==> src/rtl/pc_pkg.sv <==
// Shared sizing and types for the per-thread program-counter block.
// pc_unit and pc_regfile both import this package.
package pc_pkg;

  localparam int N_THREADS = 8;
  localparam int PC_W      = 10;
  localparam int TID_W     = (N_THREADS > 1) ? $clog2(N_THREADS) : 1;

  typedef logic [PC_W-1:0]  pc_t;
  typedef logic [TID_W-1:0] tid_t;

  // Sequential successor of a PC, wrapping at the top of the address space
  function automatic pc_t pcIncr(pc_t pc);
    return pc + pc_t'(1);
  endfunction

endpackage

==> src/rtl/pc_regfile.sv <==
// Per-thread PC storage with two write ports (start, writeback) and one read
// port that sees this cycle's writes to the same thread.
module pc_regfile
  import pc_pkg::*;
#(
  parameter int N_THREADS = pc_pkg::N_THREADS,
  parameter int PC_W      = pc_pkg::PC_W,
  parameter int TID_BITS  = (N_THREADS > 1) ? $clog2(N_THREADS) : 1
) (
  input  logic                clk,
  input  logic                rst_n,
  input  logic                startWe_i,
  input  logic [TID_BITS-1:0] startTid_i,
  input  logic [PC_W-1:0]     startPc_i,
  input  logic                wbWe_i,
  input  logic [TID_BITS-1:0] wbTid_i,
  input  logic                wbBr_i,
  input  logic [PC_W-1:0]     wbTarget_i,
  input  logic [TID_BITS-1:0] rdTid_i,
  output logic [PC_W-1:0]     rdPc_o
);

  logic [PC_W-1:0] mem_q [N_THREADS];
  logic [PC_W-1:0] mem_d [N_THREADS];
  logic [PC_W-1:0] wbPc;

  always_comb begin
    wbPc = wbBr_i ? wbTarget_i : (mem_q[wbTid_i] + PC_W'(1));
  end

  // Start is applied after writeback so it wins on a shared thread; the read
  // port looks at next-state, which makes the same-cycle bypass free.
  always_comb begin
    for (int i = 0; i < N_THREADS; i++) begin
      mem_d[i] = mem_q[i];
      if (wbWe_i && (wbTid_i == TID_BITS'(i))) begin
        mem_d[i] = wbPc;
      end
      if (startWe_i && (startTid_i == TID_BITS'(i))) begin
        mem_d[i] = startPc_i;
      end
    end
    rdPc_o = mem_d[rdTid_i];
  end

  always_ff @(posedge clk or negedge rst_n) begin
    if (!rst_n) begin
      for (int i = 0; i < N_THREADS; i++) begin
        mem_q[i] <= '0;
      end
    end else begin
      for (int i = 0; i < N_THREADS; i++) begin
        mem_q[i] <= mem_d[i];
      end
    end
  end

endmodule

==> src/rtl/pc_unit.sv <==
// Multithreaded PC unit: per-thread PCs, a two-stage fetch pipeline to the
// instruction memory, in-flight hazard tracking and a retirement counter.
module pc_unit
  import pc_pkg::*;
#(
  parameter int N_THREADS = pc_pkg::N_THREADS,
  parameter int PC_W      = pc_pkg::PC_W,
  parameter int TID_BITS  = (N_THREADS > 1) ? $clog2(N_THREADS) : 1
) (
  input  logic                clk,
  input  logic                c_sys_rst_n,
  input  logic                c_start,
  input  logic [TID_BITS-1:0] start_tid,
  input  logic [PC_W-1:0]     pc_set,
  input  logic                c_fetch_req,
  input  logic [TID_BITS-1:0] fetch_tid,
  input  logic                c_wb_valid,
  input  logic [TID_BITS-1:0] wb_tid,
  input  logic                c_br_taken,
  input  logic [PC_W-1:0]     br_target,
  output logic [PC_W-1:0]     imem_addr,
  output logic                c_imem_rd,
  output logic [TID_BITS-1:0] imem_tid,
  output logic [31:0]         retired_cnt,
  output logic                c_hazard_err
);

  logic [PC_W-1:0]      rdPc;

  logic                 f1Valid_q;
  logic [TID_BITS-1:0]  f1Tid_q;
  logic [PC_W-1:0]      f1Pc_q;

  logic                 imemRd_q;
  logic [PC_W-1:0]      imemAddr_q;
  logic [TID_BITS-1:0]  imemTid_q;

  logic [N_THREADS-1:0] inFlight_q;
  logic [N_THREADS-1:0] inFlight_d;
  logic                 hazardErr_q;
  logic                 hazardErr_d;
  logic                 hazardHit;
  logic [31:0]          retiredCnt_q;

  pc_regfile #(
    .N_THREADS (N_THREADS),
    .PC_W      (PC_W),
    .TID_BITS  (TID_BITS)
  ) u_regfile (
    .clk        (clk),
    .rst_n      (c_sys_rst_n),
    .startWe_i  (c_start),
    .startTid_i (start_tid),
    .startPc_i  (pc_set),
    .wbWe_i     (c_wb_valid),
    .wbTid_i    (wb_tid),
    .wbBr_i     (c_br_taken),
    .wbTarget_i (br_target),
    .rdTid_i    (fetch_tid),
    .rdPc_o     (rdPc)
  );

  always_ff @(posedge clk or negedge c_sys_rst_n) begin
    if (!c_sys_rst_n) begin
      f1Valid_q  <= 1'b0;
      f1Tid_q    <= '0;
      f1Pc_q     <= '0;
      imemRd_q   <= 1'b0;
      imemAddr_q <= '0;
      imemTid_q  <= '0;
    end else begin
      f1Valid_q <= c_fetch_req;
      if (c_fetch_req) begin
        f1Tid_q <= fetch_tid;
        f1Pc_q  <= rdPc;
      end
      imemRd_q <= f1Valid_q;
      if (f1Valid_q) begin
        imemAddr_q <= f1Pc_q;
        imemTid_q  <= f1Tid_q;
      end
    end
  end

  // Order matters: a fetch re-arms its thread even if a retire or start
  // clears it in the same cycle.
  always_comb begin
    inFlight_d = inFlight_q;
    if (c_wb_valid) begin
      inFlight_d[wb_tid] = 1'b0;
    end
    if (c_start) begin
      inFlight_d[start_tid] = 1'b0;
    end
    if (c_fetch_req) begin
      inFlight_d[fetch_tid] = 1'b1;
    end
  end

  always_comb begin
    hazardHit   = c_fetch_req && inFlight_q[fetch_tid] &&
                  !(c_wb_valid && (wb_tid == fetch_tid));
    hazardErr_d = hazardErr_q | hazardHit;
  end

  always_ff @(posedge clk or negedge c_sys_rst_n) begin
    if (!c_sys_rst_n) begin
      inFlight_q   <= '0;
      hazardErr_q  <= 1'b0;
      retiredCnt_q <= '0;
    end else begin
      inFlight_q  <= inFlight_d;
      hazardErr_q <= hazardErr_d;
      if (c_wb_valid) begin
        retiredCnt_q <= retiredCnt_q + 32'd1;
      end
    end
  end

  assign imem_addr    = imemAddr_q;
  assign c_imem_rd    = imemRd_q;
  assign imem_tid     = imemTid_q;
  assign retired_cnt  = retiredCnt_q;
  assign c_hazard_err = hazardErr_q;

endmodule

==> config.mk <==
export PLATFORM = sky130hd
export DESIGN_NAME = pc_unit
export DESIGN_NICKNAME = d
export VERILOG_FILES = /design/src/rtl/pc_pkg.sv /design/src/rtl/pc_regfile.sv /design/src/rtl/pc_unit.sv
export SDC_FILE = /design/constraint.sdc
export NUM_CORES = 1
export LEC_CHECK = 0
export BUFFER_PORTS_ARGS = -buffer_cell sky130_fd_sc_hd__buf_4
export CORE_ASPECT_RATIO = 1.2
export CORE_UTILIZATION = 35
export CTS_CLUSTER_SIZE = 25
export DETAILED_ROUTE_END_ITERATION = 6
export PLACE_DENSITY = 0.61
export SLEW_MARGIN = 5
export SYNTH_ARGS = -nofsm -noshare
export SYNTH_HDL_FRONTEND = slang
export SYNTH_SLANG_ARGS = --single-unit
==> constraint.sdc <==
create_clock -name clk -period 4.3 [get_ports clk]
set_clock_uncertainty 0.1 [all_clocks]
set_input_delay 0.645 -clock clk [delete_from_list [all_inputs] [get_ports clk]]
set_output_delay 0.645 -clock clk [all_outputs]
set_load 0.02 [all_outputs]
### Word level (Yosys, flattened, before mapping)

Index checks and enable logic that the tools add are counted.

| cells by class | value |
|---|---|
| add/sub/neg operators | 2 |
| magnitude comparators | 8 |
| equal/unequal tests | 15 |
| muxes and demuxes | 34 |
| bitwise operators | 8 |
| reduce and logical (&&, ||, !) cells | 25 |

Operators by type and width:

| kind | number |
|---|---|
| two-way mux 10 bit | 21 |
| binary-select mux 10 bit (select 3 bit) | 2 |
| adder 32 x 1 -> 32 bit, second input constant | 1 |
| equality test 3 bit, second input constant | 8 |
| two-way mux 8 bit | 3 |
| logical AND 1 bit | 22 |
| bitwise AND 8 bit | 2 |
| NOT 8 bit | 2 |
| equality test 3 x 2 -> 1 bit, second input constant | 4 |
| less-than comparator 3 x 4 -> 1 bit, second input constant | 3 |
| adder 10 x 1 -> 10 bit, second input constant | 1 |
| demux 1 bit (select 3 bit) | 3 |
| greater-or-equal comparator 3 x 1 -> 1 bit, second input constant | 3 |
| greater-or-equal comparator 4 bit, second input constant | 2 |
| NOT 3 -> 4 bit | 2 |
| bitwise OR 8 bit | 1 |
| equality test 3 x 1 -> 1 bit, second input constant | 2 |
| zero test 3 bit | 2 |
| two-way mux 1 bit | 4 |
| binary-select mux 1 bit (select 3 bit) | 1 |
| equality test 3 bit | 1 |
| zero test 1 bit | 1 |
| bitwise OR 1 bit | 1 |

| word-level totals | value |
|---|---|
| flip-flop bits (word level) | 149 |
| bits of input ports | 35 |
| output and inout bits | 47 |

### Depth between registers and ports, before layout

| logic depth | value |
|---|---|
| depth after elaboration | 11 |
| gate-level depth with buffers | 17 |
| gate-level depth less buffers | 14 |

### By module

From an unflattened synthesis, not the netlist that was laid out.

| second synthesis, totals | value |
|---|---|
| cells, all modules | 976 |
| area total of the unflattened synthesis | 8,937.3 um^2 |

Modules (own cells, without submodules):

| module | times used | cells an instance | area each (um^2) |
|---|---|---|---|
| pc_regfile | 1 | 730 | 5,893.2 |
| pc_unit | 1 | 246 | 3,044.2 |

### Worst setup path after synthesis

Ideal clock, no wire load.

| path | value |
|---|---|
| kind | in2reg |
| from | in wb_tid[1] |
| to | reg f1Pc_q[1] |
| setup time | 137 ps |
| arrival time | 3,183 ps |
| data required time | 4,063 ps |
| path slack | 880 ps |
| cell stages on the path | 17 |
| path through | buf_6 > buf_12 > buf_12 > buf_4 > o22ai_1 > nand2_1 > and2_1 > ha_1 > mux2i_1 > nor2_1 > a21oi_1 > o21ai_0 > mux2_2 > a221oi_1 > a21oi_1 > nor2_1 > a21oi_1 |

RTL lines:

| item | RTL line | RTL |
|---|---|---|
| start, declared | pc_unit.sv:18 | `input logic [TID_BITS-1:0] wb_tid,` |
| end signal, assigned | pc_unit.sv:75 | `f1Pc_q <= rdPc;` |
| end, declared | pc_unit.sv:32 | `logic [PC_W-1:0] f1Pc_q;` |

### Worst setup path after layout

| path | value |
|---|---|
| from | in wb_tid[2] |
| to | reg f1Pc_q[6] |

| between the ends | value |
|---|---|
| word-level cells in the longest chain between the ends | 11 |
| elaborated cells on any way between the ends | 41 |
| classes of those cells | 1 x add/sub; 7 x eq/ne; 23 x mux; 1 x bitwise; 9 x reduce/logical |

RTL lines:

| item | RTL line | RTL |
|---|---|---|
| NOT 3 -> 4 bit (not written as such) | pc_regfile.sv:28 | `wbPc = wbBr_i ? wbTarget_i : (mem_q[wbTid_i] + PC_W'(1));` |
| binary-select mux 10 bit (select 3 bit) | pc_regfile.sv:28 |  |
| two-way mux 10 bit (not written as such) (2 in a row) | pc_regfile.sv:28 |  |
| adder 10 x 1 -> 10 bit | pc_regfile.sv:28 |  |
| two-way mux 10 bit | pc_regfile.sv:28 |  |
| two-way mux 10 bit | pc_regfile.sv:36 | `if (wbWe_i && (wbTid_i == TID_BITS'(i))) begin` |
| two-way mux 10 bit | pc_regfile.sv:39 | `if (startWe_i && (startTid_i == TID_BITS'(i))) begin` |
| binary-select mux 10 bit (select 3 bit) (*) | pc_regfile.sv:43 | `rdPc_o = mem_d[rdTid_i];` |
| two-way mux 10 bit (not written as such) (*) (2 in a row) | pc_regfile.sv:43 |  |

Mark *: on every way between the ends. The rest lies on a longest branch, timed or not. The select of a mux whose other input is x is not followed.
A chain may end at the register's enable or synchronous reset.

==> impl_metrics.json <==
{
  "period_minus_slack_ns": 3.865,
  "route.met3.wl_mm": 2.242,
  "grt_pass1_vias": 7618,
  "layout-drive-gt1-share_pct": 21.38,
  "netSwitchingPower_w": 0.001516,
  "outcome": "finished, final reports clean",
  "routed.top_layer": "met4",
  "h-tree-depth": 4,
  "fin_tns_setup_ns": 0,
  "die_area_sq_mm": 0.02484,
  "grt_setup_unrepaired": "false",
  "layout_commonest_cell": "dfrtp_1",
  "ys.flop_type": "dfrtp_1",
  "layout_common_cells": "dfrtp_1 (149), nand2_1 (137), buf_4 (108)",
  "fin_crit_sh_pct": 89.88,
  "cts.path.max_buffers": 2,
  "fmaxAchievable_ghz": 0.2587,
  "track_usage_pct": 25.47,
  "synthArstFlopShare_pct": 100.0,
  "p_clk_share_pct": 33.6,
  "grt_pass1_wl_mm": 45.66,
  "antenna_found_initial": 0,
  "syn-cell-area_sq_mm": 0.008476,
  "num_rows": 62,
  "cp_max_fo": 32,
  "initial_core_util_pct": 35.59,
  "wirelength_met1_mm": 11.81,
  "hold_class": "in -> async",
  "via_count": 7740,
  "netlist-cell-type-count": 85,
  "synth_seq_cells": 149,
  "wire_per_inst_microns": 23.30,
  "postCtsSetupBuffers": 0,
  "clk_latency_ns": 0.43,
  "yosys_warnings": 0,
  "drc": 0,
  "startpoint_type": "input pin",
  "setup_viol": 0,
  "switching_share_pct": 32.59,
  "core_area_sq_mm": 0.02382,
  "ios": 82,
  "seq_power_share_pct": 40.5,
  "worst_slew_pin_slew_ns": 1.071,
  "wl_met2_mm": 14.22,
  "ir_drop_uv": 238.3,
  "drv_cap": 0,
  "endpoint_kind": "flop",
  "dp_hpwl_mm": 21.38,
  "die_w_microns": 144.1,
  "antennaDiodeCount": 0,
  "syn2layout_area_growth_pct": 18.66,
  "routed_via_density": 5.922,
  "synth_edf_count": 0,
  "nets": 1012,
  "syn_inst": 899,
  "drt-total-wl_mm": 30.46,
  "port_buffers": 81,
  "routabilityCongestion": 0.9366,
  "cts_root_buffer": "clkbuf_16",
  "hold_viol": 0,
  "leakage_nw": 4.324,
  "cts_tree": "built",
  "clkSinkCount": 149,
  "fp.dieH_microns": 172.5,
  "grt_max_degree": 104,
  "powerDensity_mw_per_mm2": 462.6,
  "cts_buffers": 17,
  "drtPass1Iterations": 6,
  "cts.clk_slew.worst_paths_ns": 0.06,
  "overflow": 0,
  "cp.required_ns": 4.50,
  "synth_seq_area_share_pct": 43.99,
  "crit_type": "in -> reg",
  "ant_nets": 0,
  "postCtsHoldBufs": 0,
  "p_int_w": 0.003136,
  "pwr-share-comb_pct": 26.0,
  "slew-limit-headroom_pct": 28.33,
  "ctsResizeCount": 0,
  "syn_nets": 936,
  "drt_iter0_drc": 749,
  "avgSynthCellArea_sq_um": 9.428,
  "cp.arrival_ns": 4.06,
  "holdWs_ns": 0.2549,
  "drv_slew": 0
}
## layout make-up
cell class | count | area, sq um
fill | 2303 | 13760
inverter | 12 | 45.04
clock buffer | 20 | 446.7
tap | 320 | 400.4
multi-input combinational | 685 | 4443
timing repair buffer | 110 | 842.1
sequential | 149 | 3729
clock inverter | 11 | 151.4
## stage by stage
step | utilization [%] | cell area, sq um | worst slack, ns | total power (W) | cells
floorplan | - | 8476 | 0.8798 | 0.002649 | 899
global placement | 39.72 | 9459 | 0.2503 | 0.003077 | 1276
detailed placement | 39.72 | 9459 | 0.1675 | 0.003090 | 1276
CTS | 42.23 | 10060 | 0.5827 | 0.004655 | 1307
global route | 42.23 | 10060 | 0.3142 | 0.004847 | 1307
finish | 42.23 | 10060 | 0.4352 | 0.004652 | 1307
## cell usage after synthesis (all sizes together), types with 4 or more instances
| cell | n | share of area [%] |
|---|---|---|
| o211ai | 4 | 0.41 |
| o21ai | 61 | 3.7 |
| a31oi | 23 | 1.9 |
| inv | 10 | 0.44 |
| nor2 | 106 | 4.7 |
| and2 | 7 | 0.55 |
| a22oi | 13 | 1.2 |
| nor2b | 7 | 0.52 |
| nand2b | 12 | 0.92 |
| nor3 | 15 | 0.94 |
| a22o | 15 | 1.6 |
| mux2i | 31 | 3.7 |
| nand4 | 12 | 0.96 |
| clkbuf | 27 | 1.2 |
| a221oi | 5 | 0.72 |
| dfrtp | 149 | 44 |
| mux2 | 22 | 2.9 |
| a31o | 12 | 1.2 |
| nand3 | 29 | 1.7 |
| mux4 | 16 | 4.3 |
| o31a | 5 | 0.52 |
| a21oi | 38 | 2.2 |
| o221ai | 4 | 0.41 |
| xnor2 | 27 | 2.8 |
| a2bb2oi | 4 | 0.49 |
| xor2 | 10 | 1.0 |
| nand2 | 137 | 6.1 |
| buf | 26 | 1.9 |
| and3 | 9 | 0.68 |
| o22ai | 11 | 0.81 |
## registers in the layout, summed over array words and instances (netlist names)
register	count
inFlight_q	8
u_regfile.mem_q	80
f1Valid_q	1
retired_cnt	32
imem_tid	3
f1Tid_q	3
f1Pc_q	10
c_imem_rd	1
c_hazard_err	1
imem_addr	10
## worst max-delay path: stages
cell and delay [ns]:
buf_4 0.39, nor2b_1 0.57, nand2_1 0.10, o311a_1 0.18
and2_1 0.19, ha_1 0.22, and4_1 0.17, nand4b_1 0.12
xor2_1 0.28, nor2_1 0.20, o311ai_0 0.51, a21oi_1 0.12
o21ai_0 0.20, a41oi_1 0.14
## logic make-up after synthesis
| group | count (synthesis) | synth area share (%) |
|---|---|---|
| AO/OA/AOI/OAI | 225 | 18.48 |
| XOR/XNOR | 37 | 3.823 |
| adder cells (fa/ha/maj) | 2 | 0.2952 |
| buffers and inverters | 65 | 3.646 |
| flip-flops | 149 | 43.99 |
| multiplexers | 69 | 10.92 |
| AND/OR/NAND/NOR | 352 | 18.84 |
## power groups by stage
stage               clock (W)  sequential, W  combinational [W]
floorplan                   0        0.00190           0.000745
detailed placement          0        0.00190            0.00119
finish                0.00156        0.00188            0.00121
global route          0.00163        0.00191            0.00130
global placement            0        0.00190            0.00118
CTS                   0.00158        0.00188            0.00120
## per-layer routing
layer  vias to the layer above  global-route usage (%)
li1                       3420                       -
met1                      3780                   30.40
met2                       410                   40.73
met3                       130                   4.542
met4                         0                   19.52
met5                         -                       0
## path summary, 6_finish.rpt
path	from	endpoint	slack, ns	cells after the start
max in group asynchronous	c_sys_rst_n	u_regfile.mem_q[5]	3.03	2
min	c_sys_rst_n	retired_cnt[3]	0.25	1
min reg2reg	retired_cnt[31]	retired_cnt[31]	0.38	1
max reg2reg	u_regfile.mem_q[60]	f1Pc_q[6]	0.95	13
max	wb_tid[2]	f1Pc_q[6]	0.44	14
min in group clk	retired_cnt[31]	retired_cnt[31]	0.38	1
(Power assumes the default switching activity.)
